File: src/rtl/uart_rx_fifo.sv
// ---------------------------------------------------------------------------
// uart_rx_fifo
//
// Purpose:
//   Receive half of the board UART. The asynchronous rxd pin is synchronised
//   and oversampled on the system clock. 8N1 frames (LSB first) are assembled
//   and queued in a small show-ahead FIFO that the CPU core drains with an
//   empty / rdreq / q handshake. Bad stop bits and dropped bytes are flagged.
//
// Parameters:
//   CLKS_PER_BIT  system clocks per serial bit (>= 8)
//   DEPTH_LOG2    FIFO depth is 2**DEPTH_LOG2 bytes
//
// Ports:
//   clk        in   system clock, rising edge
//   rst_n      in   asynchronous active-low reset
//   rxd        in   serial line, idle high, asynchronous to clk
//   rdreq      in   pop the head byte this cycle (ignored while empty)
//   q          out  head byte of the FIFO, valid while empty is low
//   empty      out  FIFO holds no bytes
//   full       out  FIFO holds 2**DEPTH_LOG2 bytes
//   frame_err  out  one-cycle pulse when a stop bit is sampled low
//   overrun    out  sticky flag: a received byte was dropped (FIFO full)
// ---------------------------------------------------------------------------
module uart_rx_fifo #(
  parameter int CLKS_PER_BIT = 434,
  parameter int DEPTH_LOG2   = 4
) (
  input  logic       clk,
  input  logic       rst_n,
  input  logic       rxd,
  input  logic       rdreq,
  output logic [7:0] q,
  output logic       empty,
  output logic       full,
  output logic       frame_err,
  output logic       overrun
);

  localparam int DEPTH = 1 << DEPTH_LOG2;
  localparam int HALF  = CLKS_PER_BIT / 2;
  localparam int CW    = $clog2(CLKS_PER_BIT);
  localparam int PW    = DEPTH_LOG2 + 1;

  localparam logic [CW-1:0] HALF_LAST = CW'(HALF - 1);
  localparam logic [CW-1:0] BIT_LAST  = CW'(CLKS_PER_BIT - 1);

  typedef enum logic [1:0] {
    IDLE  = 2'd0,
    START = 2'd1,
    DATA  = 2'd2,
    STOP  = 2'd3
  } state_t;

  // -------------------------------------------------------------------------
  // Input synchroniser. Two flops bring rxd into the clock domain (rxSync_q
  // is the usable line value); a third copy holds the previous value so a
  // 1->0 transition can be detected. All preset to the idle-high level.
  // -------------------------------------------------------------------------
  logic rxMeta_q;
  logic rxSync_q;
  logic rxPrev_q;
  logic fallEdge;

  always_ff @(posedge clk or negedge rst_n) begin
    if (!rst_n) begin
      rxMeta_q <= 1'b1;
      rxSync_q <= 1'b1;
      rxPrev_q <= 1'b1;
    end else begin
      rxMeta_q <= rxd;
      rxSync_q <= rxMeta_q;
      rxPrev_q <= rxSync_q;
    end
  end

  // A held-low line produces no edge, so a break cannot retrigger a frame.
  assign fallEdge = rxPrev_q & ~rxSync_q;

  // -------------------------------------------------------------------------
  // Framer state registers.
  // -------------------------------------------------------------------------
  state_t          state_q, state_d;
  logic [CW-1:0]   cnt_q, cnt_d;
  logic [2:0]      bitIdx_q, bitIdx_d;
  logic [7:0]      shift_q, shift_d;
  logic            frameErr_q, frameErr_d;
  logic            push;

  always_ff @(posedge clk or negedge rst_n) begin
    if (!rst_n) begin
      state_q    <= IDLE;
      cnt_q      <= '0;
      bitIdx_q   <= '0;
      shift_q    <= '0;
      frameErr_q <= 1'b0;
    end else begin
      state_q    <= state_d;
      cnt_q      <= cnt_d;
      bitIdx_q   <= bitIdx_d;
      shift_q    <= shift_d;
      frameErr_q <= frameErr_d;
    end
  end

  // -------------------------------------------------------------------------
  // Framer next state. START waits half a bit to land in the middle of the
  // start bit and rejects glitches shorter than that; from there every
  // sample is a full bit period later, i.e. at the centre of each bit.
  // push is asserted in the same cycle the stop bit is sampled high.
  // -------------------------------------------------------------------------
  always_comb begin
    state_d    = state_q;
    cnt_d      = cnt_q;
    bitIdx_d   = bitIdx_q;
    shift_d    = shift_q;
    frameErr_d = 1'b0;
    push       = 1'b0;

    case (state_q)
      IDLE: begin
        cnt_d    = '0;
        bitIdx_d = '0;
        if (fallEdge) begin
          state_d = START;
        end
      end

      START: begin
        if (cnt_q == HALF_LAST) begin
          cnt_d    = '0;
          bitIdx_d = '0;
          state_d  = rxSync_q ? IDLE : DATA;
        end else begin
          cnt_d = cnt_q + CW'(1);
        end
      end

      DATA: begin
        if (cnt_q == BIT_LAST) begin
          cnt_d             = '0;
          shift_d[bitIdx_q] = rxSync_q;
          if (bitIdx_q == 3'd7) begin
            state_d = STOP;
          end else begin
            bitIdx_d = bitIdx_q + 3'd1;
          end
        end else begin
          cnt_d = cnt_q + CW'(1);
        end
      end

      STOP: begin
        if (cnt_q == BIT_LAST) begin
          cnt_d   = '0;
          state_d = IDLE;
          if (rxSync_q) begin
            push = 1'b1;
          end else begin
            frameErr_d = 1'b1;
          end
        end else begin
          cnt_d = cnt_q + CW'(1);
        end
      end

      default: begin
        state_d = IDLE;
        cnt_d   = '0;
      end
    endcase
  end

  assign frame_err = frameErr_q;

  // -------------------------------------------------------------------------
  // FIFO pointers carry one extra bit so full and empty can be told apart
  // when the lower bits match. Both flags depend only on registered
  // pointers, so there is no combinational path from rdreq.
  // -------------------------------------------------------------------------
  logic [PW-1:0] wrPtr_q, wrPtr_d;
  logic [PW-1:0] rdPtr_q, rdPtr_d;
  logic [7:0]    mem_q [DEPTH];
  logic          overrun_q, overrun_d;
  logic          popOk;
  logic          pushOk;

  assign empty = (wrPtr_q == rdPtr_q);
  assign full  = (wrPtr_q[PW-1] != rdPtr_q[PW-1]) &&
                 (wrPtr_q[PW-2:0] == rdPtr_q[PW-2:0]);

  // A pop in the same cycle frees a slot, so a push into a full FIFO is
  // still accepted when rdreq is high.
  always_comb begin
    popOk     = rdreq & ~empty;
    pushOk    = push & (~full | popOk);
    wrPtr_d   = wrPtr_q + PW'(pushOk);
    rdPtr_d   = rdPtr_q + PW'(popOk);
    overrun_d = overrun_q | (push & ~pushOk);
  end

  // -------------------------------------------------------------------------
  // FIFO storage and flags. Memory is cleared on reset so q reads zero.
  // -------------------------------------------------------------------------
  always_ff @(posedge clk or negedge rst_n) begin
    if (!rst_n) begin
      wrPtr_q   <= '0;
      rdPtr_q   <= '0;
      overrun_q <= 1'b0;
      for (int i = 0; i < DEPTH; i++) begin
        mem_q[i] <= '0;
      end
    end else begin
      wrPtr_q   <= wrPtr_d;
      rdPtr_q   <= rdPtr_d;
      overrun_q <= overrun_d;
      if (pushOk) begin
        mem_q[wrPtr_q[PW-2:0]] <= shift_q;
      end
    end
  end

  assign q       = mem_q[rdPtr_q[PW-2:0]];
  assign overrun = overrun_q;

endmodule

File: config.mk
export PLATFORM = sky130hd
export DESIGN_NAME = uart_rx_fifo
export DESIGN_NICKNAME = d
export VERILOG_FILES = /design/src/rtl/uart_rx_fifo.sv
export SDC_FILE = /design/constraint.sdc
export NUM_CORES = 1
export LEC_CHECK = 0
export ABC_AREA = 0
export CORE_MARGIN = 4
export CORE_UTILIZATION = 45
export CTS_CLUSTER_SIZE = 24
export DETAILED_ROUTE_END_ITERATION = 10
export PLACE_DENSITY_LB_ADDON = 0.12
export SETUP_SLACK_MARGIN = 0.15
export SYNTH_ARGS = -nofsm -noshare
export SYNTH_HDL_FRONTEND = slang
export SYNTH_SLANG_ARGS = --single-unit
File: constraint.sdc
create_clock -name clk -period 2.1 [get_ports clk]
set_input_delay 0.42 -clock clk [delete_from_list [all_inputs] [get_ports clk]]
set_output_delay 0.42 -clock clk [all_outputs]
set_load 0.02 [all_outputs]
### Word-level counts from Yosys, hierarchy flattened

Index checks and enable logic that the tools add are counted.
W data, S select, Z words.

| storage, ports and cells | value |
|---|---|
| register bits | 165 |
| latch bits | 0 |
| RAM bits | 0 |
| memory bits (read-only) | 0 |
| output and inout bits | 12 |
| memories | 0 |

| cells by class | value |
|---|---|
| $add $sub $neg | 4 |
| multipliers | 0 |
| div/mod/pow operators | 0 |
| $lt $le $gt $ge | 5 |
| equal/unequal tests | 15 |
| shift-type cells | 0 |
| muxes and demuxes | 29 |
| bitwise logic cells | 12 |
| reduce and logical (&&, ||, !) cells | 9 |

Operator list:

| operator | count |
|---|---|
| $bwmux W128 | 1 |
| $bmux W8 S4 | 1 |
| $demux W8 S4 | 1 |
| $pmux W9 S3 | 1 |
| $mux W8 | 3 |
| $mux W9 | 2 |
| $mux W2 | 6 |
| $ne A2 B2 Y1 const B | 6 |
| $add A5 B1 Y5 | 2 |
| $ge A5 B5 Y1 const B | 2 |
| $not A4 Y5 | 2 |
| $add A9 B1 Y9 const B | 1 |
| $eq A9 B8 Y1 const B | 1 |
| $eq A9 B9 Y1 const B | 1 |
| $mux W3 | 3 |
| $pmux W3 S3 | 1 |
| $bwmux W8 | 1 |
| $pmux W2 S4 | 1 |
| $mux W1 | 7 |
| $eq A5 B5 Y1 | 1 |
| $lt A5 B1 Y1 const B | 1 |
| $reduce_and A5 Y1 | 1 |
| $and A1 B1 Y1 | 4 |
| $eq A2 B2 Y1 const B | 2 |
| 16 further kinds | 22 |

### Depth between registers and ports, before layout

| logic depth | value |
|---|---|
| word-level depth | 8 |
| gate-level depth with buffers | 9 |
| depth with buffers taken out | 9 |

### Worst setup path after synthesis

OpenSTA, ideal clock, no wires.

| timing path | value |
|---|---|
| path type | register to register |
| start | register cnt_q[1] |
| end | register mem_q[10] (netlist name) |
| setup time | 125 ps |
| arrival | 2117 ps |
| required time | 1975 ps |
| path slack | -142 ps |
| cell stages (with the launch flop) | 9 |
| clock period less this slack | 2242 ps |
| cells stage by stage | dfrtp_1 -> inv_1 -> ha_1 -> and4bb_2 -> nand3_1 -> a2111oi_4 -> nor2b_1 -> buf_4 -> mux2_2 |

| between the ends | value |
|---|---|
| cells in the longest elaborated chain, start to end | 4 |

RTL lines:

| item | line | source |
|---|---|---|
| start, declared | 84 | `logic [CW-1:0] cnt_q, cnt_d;` |
| start signal, assigned | 99 | `cnt_q <= cnt_d;` |
| $eq A9 B9 Y1 | 154 | `if (cnt_q == BIT_LAST) begin` |
| $mux W1 | 154 |  |
| $mux W1 | 120 | `case (state_q)` |
| $and A1 B1 Y1 | 196 | `pushOk = push & (~full \| popOk);` |
| end signal, assigned by index | 218 | `mem_q[wrPtr_q[PW-2:0]] <= shift_q;` |
| end, declared | 183 | `logic [7:0] mem_q [DEPTH];` |

Every way passes these cells.
A chain may end at the register's enable or synchronous reset.

### Worst setup path in the final report

| timing path | value |
|---|---|
| start | register rdPtr_q[0] |
| end | output q[3] |

| between the ends | value |
|---|---|
| cells in the longest elaborated chain, start to end | 4 |

RTL lines:

| item | line | source |
|---|---|---|
| start, declared | 182 | `logic [PW-1:0] rdPtr_q, rdPtr_d;` |
| start signal, assigned | 215 | `rdPtr_q <= rdPtr_d;` |
| $not A4 Y5 (not written as such) | 223 | `assign q = mem_q[rdPtr_q[PW-2:0]];` |
| $bmux W8 S4 | 223 |  |
| $mux W8 (not written as such) (2 in series) | 223 |  |
| end, declared | 33 | `output logic [7:0] q,` |

Every way passes these cells. The select of a mux whose other input is x is not followed.

==> impl_metrics.yaml <==
timing:
  finalCriticalPeriod_ns: 2.51
  setup_slack_ns: -0.414
  hold_viol: 0
  clock_skew_ns: 0.0114
  worst_pin_slew_ns: 0.928
  hold-worst-slack_ns: 0.357
  max_freq_ghz: 0.398
  slew_violations: 0
  finalCritPeriodShare_pct: 120
  setup_viol: 143
  grt_setup_unrepaired: "true"
  relSlewSlack_pct: 37.9
detailed_routing:
  firstDrtPassIters: 4
  vias_per_cell: 5.55
  antenna_left: 0
  wl_um: 18000
  drtIter0Drc: 265
  wire_per_inst_um: 21.1
  drc: 0
  vias: 4731
worst_hold_path:
  holdPathEnd: "rxSync_q"
  hold_depth: 0
  hold_start: "rxMeta_q"
  hp-class: "reg2reg"
worst_setup_path:
  arrival_ns: 2.09
  r2r_slack_ns: -0.27
  endpoint_kind: "primary output"
  r2r-end: "mem_q[10]"
  worst-setup-path-type: "reg2out"
  worst_r2r_path_depth: 8
  regToRegStartpoint: "rdPtr_q[0]"
  crit_required_ns: 1.68
  cp_max_fo: 5
  worstSetupStartpointType: "flip-flop"
job:
  drv_cap: 0
placement:
  place_congestion: 0.793
  place_hpwl_um: 11600
  io_buffers: 15
  placed_area_mm2: 0.00863
yosys:
  synthSimpleGateAreaFrac_pct: 6.74
  syn_inst: 528
  yosys_warnings: 0
  synth_top_family_by_area: "multiplexers"
  async_reset_ff_share_pct: 100
  synth_adder_area_share_pct: 1.48
  synth_seq_cells: 165
  synthMuxAreaShare_pct: 29.7
  synth_edf_count: 0
  synth_compound_area_share_pct: 3.33
  synth-seq-area-share_pct: 54.5
  synth_area_per_cell_um2: 14.4
  synth_top_flop_cell: "dfrtp_1"
  synthXorXnorAreaFrac_pct: 2.19
  synth.cell_area_mm2: 0.00759
  syn-num-nets: 541
  synth.distinct_cells: 42
power:
  power.switching_uw: 2560
  p_leak_uw: 0.00476
  seqPwrFrac_pct: 37.6
  sw_frac_of_total_pct: 28.5
  p_clk_share_pct: 35.3
  ir_worst_vdd_mv: 0.642
  combPwrFrac_pct: 27.2
  powerDensity_mw_per_mm2: 875
  p_int_uw: 6420
floorplanning:
  fp.coreArea_mm2: 0.0166
  die_area_mm2: 0.0190
  pin_count: 16
  die_h_um: 138
  initial_core_util_pct: 45.8
  die_w_um: 138
  placement_rows: 47
clock_network:
  clockBufferDepth: 2
  clk_latency_ns: 0.42
  cts-root-buf: "clkbuf_16"
  h-tree-depth: 4
  cts_tree: "done"
  cts_buffers: 17
  clock_sinks: 165
  clkSlewWorstSetupHoldPaths_ns: 0.07
finish:
  antennaDiodeCount: 0
  fin_area_mm2: 0.0103
  area_delta_synth_final_pct: 35.3
  drive_above_1_share_pct: 58.5
  nets: 633
  utilization_pct: 61.9
status:
  violations: "setup timing"
  status: "finished, violations left"
grt:
  grt_start_max_net_pins: 54
  top_usage_layer: "met2"
  grt_usage_pct: 20.5
  grt_pass1_vias: 5192
  antenna_found_initial: 0
  grtUsageMet2_pct: 34.5
  grt_pass1_wl_um: 29600
  overflow: 0
  grtUsageMet1_pct: 27.6
  use_met3_pct: 4.21
## kinds of logic after synthesis
group | count (synthesis)
compound gates | 32
xor+xnor | 19
fa+ha+maj | 9
buf+inv | 38
flops | 165
mux | 168
simple gates | 97
## power groups by stage
| stage | Clock, uW | Sequential [uW] | Combinational (uW) |
|---|---|---|---|
| after floorplan | 0 | 3420 | 1010 |
| after global placement | 0 | 3420 | 1750 |
| after detailed placement | 0 | 3420 | 1770 |
| after CTS | 3230 | 3370 | 2330 |
| after global routing | 3360 | 3390 | 2610 |
| final | 3170 | 3380 | 2440 |
## timing repair
action	in CTS	in global routing
hold buffers	1	0
setup buffers	14	4
endpoints found under the setup margin	153	157
pin swaps	30	7
gates resized for setup	215	15
hold endpoints to repair	31	0
gates cloned	2	0
## state kept, by name, indices dropped and copies added, names as in the netlist, named ones only
signal / flops
mem_q: 128
cnt_q: 9
shift_q: 8
rdPtr_q: 5
wrPtr_q: 5
bitIdx_q: 3
frame_err: 1
overrun: 1
rxMeta_q: 1
rxPrev_q: 1
rxSync_q: 1
state_q: 1
## synthesized netlist by cell type, types with 2 or more instances
library cell,count,area share (%)
dfrtp_1,162,53
mux2_2,136,20
mux4_2,32,9.5
nand2_1,22,1.1
nor2_1,18,0.89
clkbuf_1,17,0.84
a22oi_1,16,1.6
nand3_1,16,1.1
xnor2_1,12,1.4
buf_2,11,0.73
ha_1,9,1.5
nor2b_1,8,0.66
xor2_1,7,0.81
inv_1,6,0.30
a21oi_1,4,0.26
nor2_2,4,0.33
buf_1,3,0.15
dfstp_2,3,1.0
nand2_2,3,0.25
nand2b_1,3,0.25
nand4_1,3,0.25
nor3b_1,3,0.30
o211ai_1,3,0.30
o21ai_0,3,0.20
and2_1,2,0.16
and3_1,2,0.16
and4b_1,2,0.26
nand3b_1,2,0.20
or2_2,2,0.16
or3_1,2,0.16
## cell type report
| class | instances | area [um2] |
|---|---|---|
| Tap cell | 220 | 275 |
| Clock buffer | 22 | 444 |
| Inverter | 6 | 22.5 |
| Sequential cell | 165 | 4130 |
| Timing Repair Buffer | 105 | 1200 |
| Fill cell | 1252 | 6320 |
| Clock inverter | 10 | 150 |
| Multi-Input combinational cell | 325 | 4040 |
## critical path: stages (launching register included)
cell and delay [ns]:
dfrtp_2 0.46, buf_12 0.14, buf_12 0.11, mux4_2 0.48
a22oi_1 0.18, nand2_1 0.14, buf_6 0.16
## placed cells by master, fill, tap and decap left out, drive strengths merged, types with 2 or more instances in the layout
cell           netlist  layout
dfrtp              162     162
mux2               136     136
buf                 15     100
mux4                32      32
nand2               25      25
nor2                22      22
clkbuf              17      22
a22oi               16      16
nand3               16      16
xnor2               12      12
ha                   9       9
nor2b                8       8
xor2                 7       7
inv                  6       7
clkinv               0       5
clkdlybuf4s50        0       4
a21oi                4       4
nand4                3       3
o211ai               3       3
o21ai                3       3
bufinv               0       3
dfstp                3       3
nor3b                3       3
nand2b               3       3
and4b                2       2
or2                  2       2
or3                  2       2
nand3b               2       2
and2                 2       2
and3                 2       2
## per-stage QoR
step	worst slack [ns]	TNS [ns]	instances	power, uW
2_1_floorplan	-0.0385	-0.308	528	4430
3_3_place_gp	-0.363	-20.34	800	5170
3_5_place_dp	-0.388	-22.28	800	5190
4_1_cts	-0.411	-16.61	849	8930
5_1_grt	-0.510	-30.92	853	9360
6_report	-0.414	-19.37	853	8980
## worst max-delay path by stage
stage / start / end / slack, ns / depth (start not counted)
CTS: rdPtr_q[0] / q[7] / -0.41 / 6
detailed placement: rdPtr_q[0] / q[3] / -0.39 / 5
global placement: rdPtr_q[0] / q[3] / -0.36 / 5
finish: rdPtr_q[0] / q[3] / -0.41 / 6
floorplan: cnt_q[1] / mem_q[10] / -0.04 / 8
global route: rdPtr_q[0] / q[7] / -0.51 / 6
## metal layers
layer / vias up / wire (um)
met5: - / 0
met4: 0 / 224
met2: 54 / 9230
met1: 2540 / 8120
li1: 2122 / -
met3: 15 / 425
Power figures use the tool's default switching activity.
